`src/rtl/mult_pkg.sv`:
```
// Shared definitions for the sequential shift-and-add multiplier.
// Holds the FSM state encoding and the default operand width.
package mult_pkg;

  localparam int unsigned DEFAULT_WIDTH = 4;

  typedef enum logic [1:0] {
    IDLE = 2'b00,
    RUN  = 2'b01,
    DONE = 2'b10
  } state_e;

endpackage

```
`src/rtl/cla_adder.sv`:
```
// Carry-lookahead adder: every carry is formed directly from the
// generate/propagate terms and cin, not chained through lower carries.
module cla_adder #(
  parameter int unsigned WIDTH = 4
) (
  input  logic [WIDTH-1:0] in1,
  input  logic [WIDTH-1:0] in2,
  input  logic             cin,
  output logic [WIDTH-1:0] out,
  output logic             cout
);

  logic [WIDTH-1:0] g;
  logic [WIDTH-1:0] p;
  logic [WIDTH:0]   c;

  always_comb begin
    logic        cc;
    logic        pp;
    int unsigned j;
    g    = in1 & in2;
    p    = in1 ^ in2;
    c    = '0;
    c[0] = cin;
    for (int unsigned i = 0; i < WIDTH; i++) begin
      // c[i+1] = g[i] | p[i]g[i-1] | ... | p[i..0]cin
      cc = 1'b0;
      pp = 1'b1;
      for (int unsigned k = 0; k <= i; k++) begin
        j  = i - k;
        cc = cc | (pp & g[j]);
        pp = pp & p[j];
      end
      c[i+1] = cc | (pp & cin);
    end
    out  = p ^ c[WIDTH-1:0];
    cout = c[WIDTH];
  end

endmodule

```
`src/rtl/seq_mult_shift_add.sv`:
```
// Sequential unsigned shift-and-add multiplier: one add/shift per cycle
// through cla_adder, start/busy/done handshake, registered product.
module seq_mult_shift_add
  import mult_pkg::*;
#(
  parameter int unsigned WIDTH = DEFAULT_WIDTH
) (
  input  logic                 clk,
  input  logic                 rst,
  input  logic                 start,
  input  logic [WIDTH-1:0]     in1,
  input  logic [WIDTH-1:0]     in2,
  output logic                 busy,
  output logic                 done,
  output logic [2*WIDTH-1:0]   product
);

  localparam int unsigned CNT_W = $clog2(WIDTH + 1);

  state_e               state_q;
  logic [WIDTH-1:0]     m_q;
  logic [WIDTH-1:0]     a_q;
  logic [WIDTH-1:0]     q_q;
  logic [CNT_W-1:0]     count_q;
  logic                 busy_q;
  logic                 done_q;
  logic [2*WIDTH-1:0]   product_q;

  logic [WIDTH-1:0]     addend;
  logic [WIDTH-1:0]     sum;
  logic                 cout;
  logic [WIDTH-1:0]     a_d;
  logic [WIDTH-1:0]     q_d;

  always_comb addend = q_q[0] ? m_q : '0;

  cla_adder #(.WIDTH(WIDTH)) u_adder (
    .in1  (a_q),
    .in2  (addend),
    .cin  (1'b0),
    .out  (sum),
    .cout (cout)
  );

  // The adder carry lands straight in A's MSB, so no separate C flop is kept.
  always_comb begin
    a_d = {cout, sum[WIDTH-1:1]};
    q_d = {sum[0], q_q[WIDTH-1:1]};
  end

  always_ff @(posedge clk or posedge rst) begin
    if (rst) begin
      state_q   <= IDLE;
      m_q       <= '0;
      a_q       <= '0;
      q_q       <= '0;
      count_q   <= '0;
      busy_q    <= 1'b0;
      done_q    <= 1'b0;
      product_q <= '0;
    end else begin
      case (state_q)
        IDLE: begin
          done_q <= 1'b0;
          if (start) begin
            m_q     <= in1;
            q_q     <= in2;
            a_q     <= '0;
            count_q <= '0;
            busy_q  <= 1'b1;
            state_q <= RUN;
          end
        end
        RUN: begin
          a_q     <= a_d;
          q_q     <= q_d;
          count_q <= count_q + 1'b1;
          if (count_q == CNT_W'(WIDTH - 1)) begin
            product_q <= {a_d, q_d};
            busy_q    <= 1'b0;
            done_q    <= 1'b1;
            state_q   <= DONE;
          end
        end
        DONE: begin
          done_q  <= 1'b0;
          state_q <= IDLE;
        end
        default: begin
          busy_q  <= 1'b0;
          done_q  <= 1'b0;
          state_q <= IDLE;
        end
      endcase
    end
  end

  assign busy    = busy_q;
  assign done    = done_q;
  assign product = product_q;

endmodule
```
`config.mk`:
```
export PLATFORM = sky130hd
export DESIGN_NAME = seq_mult_shift_add
export DESIGN_NICKNAME = d
export VERILOG_FILES = /design/src/rtl/mult_pkg.sv /design/src/rtl/cla_adder.sv /design/src/rtl/seq_mult_shift_add.sv
export SDC_FILE = /design/constraint.sdc
export NUM_CORES = 1
export LEC_CHECK = 0
export CORE_ASPECT_RATIO = 0.7
export CORE_MARGIN = 8
export CORE_UTILIZATION = 40
export CTS_CLUSTER_DIAMETER = 120
export DETAILED_ROUTE_END_ITERATION = 7
export PLACE_DENSITY_LB_ADDON = 0.1
export REMOVE_ABC_BUFFERS = 1
export SLEW_MARGIN = 20
export SYNTH_ARGS = -nofsm -noshare
export SYNTH_HDL_FRONTEND = slang
export SYNTH_HIERARCHICAL = 1
export SYNTH_SLANG_ARGS = --single-unit
```
`constraint.sdc`:
```
create_clock -name clk -period 1.84 [get_ports clk]
set_input_delay 0.368 -clock clk [delete_from_list [all_inputs] [get_ports clk]]
set_output_delay 0.368 -clock clk [all_outputs]
set_load 0.05 [all_outputs]
```
Yosys cells after proc, flatten, opt, wreduce, memory -nomap -nowiden
Index checks and enable logic that the tools add are counted.
{"block": "word_totals", "word_cells": 55, "output_inout_bits": 10, "reg_bits": 27}
{"block": "classes", "addsub": 1, "reduce_logical": 7, "muxes": 15, "eq_ne": 5, "bitwise_logic": 19}
{"op": "case mux 4 bit (2 select lines)", "count": 2}
{"op": "two-way mux 4 bit", "count": 3}
{"op": "AND 1 bit", "count": 9}
{"op": "AND reduction 2 bit", "count": 4}
{"op": "XOR 4 bit", "count": 2}
{"op": "bitwise OR 1 bit", "count": 6}
{"op": "case mux 3 bit (2 select lines)", "count": 1}
{"op": "AND 4 bit", "count": 1}
{"op": "two-way mux 1 bit", "count": 4}
{"op": "two-way mux 2 bit", "count": 2}
{"op": "!= test 2 bit, second input constant", "count": 2}
{"op": "case mux 2 bit (2 select lines)", "count": 1}
{"op": "adder 3 x 1 -> 3 bit, second input constant", "count": 1}
{"op": "== test 3 x 2 -> 1 bit, second input constant", "count": 1}
{"op": "two-way mux 3 bit", "count": 1}
{"op": "case mux 1 bit (3 select lines)", "count": 1}
{"op": "AND reduction 3 bit", "count": 1}
{"op": "== test 2 x 1 -> 1 bit, second input constant", "count": 1}
{"op": "== test 2 bit, second input constant", "count": 1}
{"op": "zero test 2 bit", "count": 1}
{"op": "nonzero test 2 bit", "count": 1}
{"op": "NOT 1 bit", "count": 1}

Longest topological paths before layout
{"block": "depth", "word_depth": 7, "depth_mapped": 6, "ltp_nobuf": 6}

By module
The synthesis kept the hierarchy.
{"mod": "seq_mult_shift_add", "cells_per_inst": 89, "area_per_inst_um2": 1172.4, "instances": 1}
{"mod": "cla_adder", "cells_per_inst": 17, "area_per_inst_um2": 147.6, "instances": 1}

Worst setup path before layout
OpenSTA, ideal clock, no wires.
{"block": "synth_timing", "kind": "flip-flop to flip-flop", "start": "register q_q[0]", "end": "register product_q[7], in the netlist product[7]", "stages_incl_launch_ff": 7, "arrival_ns": 1.655, "required_ns": 1.715, "path_buffers": 0, "synth_period_minus_slack_ns": 1.780, "setup_ns": 0.125, "slack_ns": 0.060, "cell_sequence": "dfrtp_1 -> and2_1 -> ha_1 -> a21o_1 -> a31o_1 -> a21o_1 -> mux2_4"}
{"block": "synth_between", "elab_chain_cells": 6, "elab_cells_between_ends": 11}
{"item": "start: declaration", "line_no": "seq_mult_shift_add.sv:23", "text": "logic [WIDTH-1:0] q_q;"}
{"item": "start signal: assignment", "line_no": "seq_mult_shift_add.sv:67", "text": "q_q <= in2;"}
{"item": "start signal: assignment", "line_no": "seq_mult_shift_add.sv:76", "text": "q_q <= q_d;"}
{"item": "two-way mux 4 bit (*)", "line_no": "seq_mult_shift_add.sv:35", "text": "always_comb addend = q_q[0] ? m_q : '0;"}
{"item": "via addend[2]", "line_no": "seq_mult_shift_add.sv:29", "text": "logic [WIDTH-1:0] addend;"}
{"item": "AND 4 bit / XOR 4 bit (equally long branches)", "line_no": "cla_adder.sv:21, cla_adder.sv:22"}
{"item": "AND 1 bit, on equally long branches", "line_no": "cla_adder.sv:31, cla_adder.sv:32"}
{"item": "bitwise OR 1 bit (tied with other cells)", "line_no": "cla_adder.sv:31", "text": "cc = cc | (pp & g[j]);"}
{"item": "bitwise OR 1 bit / AND 1 bit (equally long branches)", "line_no": "cla_adder.sv:31"}
{"item": "bitwise OR 1 bit (*)", "line_no": "cla_adder.sv:31"}
{"item": "via cout", "line_no": "seq_mult_shift_add.sv:31", "text": "logic cout;"}
{"item": "end signal: assignment", "line_no": "seq_mult_shift_add.sv:79", "text": "product_q <= {a_d, q_d};"}
{"item": "end: declaration", "line_no": "seq_mult_shift_add.sv:27", "text": "logic [2*WIDTH-1:0] product_q;"}
The timed path passes the listed nets; every way through them passes the cells marked *.
A chain may end at the register's enable or synchronous reset.

Final worst setup path
{"block": "layout_timing", "start": "register q_q[0]", "end": "register product_q[7], in the netlist product[7]"}
{"block": "layout_between", "elab_cells_between_ends": 11}
{"item": "two-way mux 4 bit", "line_no": "seq_mult_shift_add.sv:35"}
{"item": "via addend[0]", "line_no": "seq_mult_shift_add.sv:29"}
{"item": "AND 4 bit", "line_no": "cla_adder.sv:21", "text": "g = in1 & in2;"}
{"item": "AND 1 bit", "line_no": "cla_adder.sv:31"}
{"item": "bitwise OR 1 bit", "line_no": "cla_adder.sv:31"}
{"item": "via cout", "line_no": "seq_mult_shift_add.sv:31"}
The timed path passes the listed nets, and every way through them passes these cells.

==> flow_metrics.tcl <==
set metrics [dict create \
    avgSynthCellArea_um2 12.5 \
    synth_top_family_by_area "compound AO/OA/AOI/OAI gates" \
    drt_first_pass_iters 4 \
    hold_viol_final 0 \
    skew_ns 0.00380 \
    yosys.area.top_type "dfrtp_1" \
    place_inst 169 \
    crit_top_cell "a21o_1" \
    die_h_um 64.1 \
    maxSlewViolCount 0 \
    fin_setup_tns_ns 0 \
    period_share_pct 94.7 \
    fp-row-count 17 \
    drc 0 \
    cellPowerDensity_nw_per_um2 2010 \
    portBuffers 20 \
    grtUsageMet1_pct 13.3 \
    maxCapViolations 0 \
    arrival_ns 1.90 \
    fillers 296 \
    peakVddDrop_mv 0.668 \
    grt_pass1_vias 971 \
    critPathMaxFanout 5 \
    cts_max_level 1 \
    yosys.area_share.simple_pct 9.19 \
    final_cells 174 \
    synthAdderAreaFrac_pct 7.20 \
    status "complete, no violations" \
    place_area_um2 1580 \
    fin_crit_ns 1.74 \
    antenna_cells 0 \
    gr-usage-all-layers_pct 10.6 \
    max_stage_delay_ns 0.42 \
    grtUsageMet2_pct 16.9 \
    grt.overflow.total 0 \
    endpoint_kind "flip-flop" \
    synth-seq-area-share_pct 51.2 \
    ioPinCount 21 \
    drive_gt1_share_pct 28.7 \
    initial_utilization_pct 41.9 \
    synthesis.area_um2 1320 \
    place_congestion 0.789 \
    start_kind "flip-flop" \
    leakagePower_nw 0.817 \
    required_ns 2.00 \
    drt_wl_total_mm 2.61 \
    viasPerCell 5.14 \
    final_nets 155 \
    cts_root_buf "clkbuf_8" \
    use_met3_pct 4.46 \
    routedWlPerCell_um 15.0 \
    clk_pin_slew_ns 0.09 \
    min_path_type "input port to async pin" \
    clk_latency_ns 0.27 \
    cts_buffers 3 \
    grt_pass1_wl_mm 4.64 \
    coreArea_um2 3150 \
    synthToLayoutAreaGrowth_pct 24.5 \
    yosys_warnings 6 \
    dpl.hpwl_mm 1.95 \
    fin_area_um2 1640 \
    postSynthCellCount 106 \
    async_flop_share_pct 100 \
    crit_chain "and2_1 -> ha_1 -> a21o_1 -> a31o_1 -> a21o_1 -> mux2_4" \
    crit_start "q_q[0]" \
    synthFlopType "dfrtp_1" \
    drt_iter0_drc 41 \
    slowest_stage "dfrtp_1" \
    postRouteAntennaNets 0 \
    dieWidth_um 84.7 \
    synth-compound-area-share_pct 13.3 \
    vias 895 \
    fmax_mhz 574 \
    dieArea_um2 5420 \
    path_class "flip-flop to flip-flop" \
    antenna_found_initial 0 \
    rsz0062_at_grt "false" \
    synth_cell_types 31 \
    clk_path_buf_depth 2 \
    synth_top_area_share_pct 51.2 \
    synth_edf_count 0 \
    cts_tree "done" \
    setup_violations 0 \
    r2r-start "q_q[0]" \
    synth_xor_area_share_pct 1.99 \
    synth-seq-cells 27 \
    busiest_layer "met2" \
    synth.area.top_cells "dfrtp_1 (51%), mux2_4 (9.1%), ha_1 (5.7%)" \
    synthMuxAreaShare_pct 12.5 \
    cts_sinks 27 \
    grt_max_degree 28 \
]
## final timing paths
path | to | depth (start not counted) | slack, ns
min in group clk | busy | 1 | 0.49
worst min-delay path | product[4] | 3 | 0.46
max in group asynchronous | count_q[1] | 3 | 1.12
worst max-delay path | product[7] | 6 | 0.1
worst min register to register | busy | 1 | 0.49
worst max register to register | product[7] | 6 | 0.1
## final cells by class
class	count	area, µm²	share of cell area, %
Sequential cell	27	676	41.1
Multi-Input combinational cell	67	606	36.9
Timing Repair Buffer	27	228	13.9
Tap cell	38	47.5	2.89
Clock buffer	4	45.0	2.74
Inverter	11	41.3	2.51
## cell usage after synthesis (all sizes together) (3+ instances only)
cell / n
nor2: 4
inv: 11
nand2: 3
dfrtp: 27
a22o: 5
a21oi: 5
and2: 4
o21ai: 3
o22ai: 4
a21o: 4
ha: 6
mux2: 12
nand2b: 3
## layer usage
| layer | wire length (µm) | vias up |
|---|---|---|
| met2 | 1150 | 17 |
| met5 | 0 | - |
| li1 | - | 431 |
| met1 | 1300 | 445 |
| met4 | 14 | 0 |
| met3 | 151 | 2 |
## sequential cells by signal, summed over array words and instances, names as in the netlist
| signal | cells |
|---|---|
| done | 1 |
| product | 8 |
| a_q | 4 |
| m_q | 4 |
| state_q | 2 |
| q_q | 4 |
| count_q | 3 |
| busy | 1 |
## cell families (layout without fill, tap and decap cells)
family,count (synthesis),after routing
and+or+nand+nor,18,18
AOI/OAI and AO/OA,25,25
xor gates and xnor gates,3,3
buffers and inverters,13,42
adders and majority gates,7,7
muxes,12,12
other,1,2
DFF,27,27
## where the power goes
part,leakage [nW],switching [mW],total [mW],internal [mW]
sequential,0.325,0.190,1.07,0.879
clock,0.0228,0.177,0.332,0.155
combinational,0.469,1.03,1.91,0.880
total,0.817,1.39,3.31,1.91
## stage by stage
step | setup slack (ns) | hold WS, ns | utilization, % | total power, mW
2_1_floorplan | 0.0602 | 0.421 | - | 2.42
3_3_place_gp | 0.0587 | 0.466 | 50.0 | 2.92
3_5_place_dp | 0.0183 | 0.475 | 50.0 | 2.95
4_1_cts | 0.0111 | 0.470 | 51.7 | 3.31
5_1_grt | 0.0209 | 0.507 | 52.2 | 3.57
6_report | 0.0973 | 0.456 | 52.2 | 3.31
## cells in the final DEF (no fill, tap or decap), types with 3 or more instances in the layout
| cell | Yosys | final |
|---|---|---|
| inv_1 | 11 | 11 |
| o21ai_0 | 3 | 3 |
| mux2_4 | 8 | 8 |
| buf_4 | 0 | 17 |
| a21oi_1 | 5 | 5 |
| and2_1 | 4 | 3 |
| a21o_1 | 4 | 4 |
| nor2_1 | 3 | 3 |
| o22ai_1 | 4 | 4 |
| clkbuf_8 | 0 | 3 |
| clkdlybuf4s50_1 | 0 | 10 |
| a22o_1 | 5 | 5 |
| ha_1 | 6 | 5 |
| mux2_2 | 4 | 4 |
| dfrtp_1 | 27 | 27 |
## worst max-delay path, delay by kind of cell, from the launching register on
family	cells	cell delay [ns]
AND/OR/NAND/NOR	1	0.19
flip-flops	1	0.42
AO/OA/AOI/OAI	3	0.59
multiplexers	1	0.26
adder cells (fa/ha/maj)	1	0.18
## repair_timing
item / in CTS / in global routing
setup endpoints to repair: 1 / 3
gates resized for setup: 0 / 2
pin swaps: 0 / 1
setup buffers: 1 / 0
hold buffers: 0 / 0
Power figures use the tool's default switching activity.
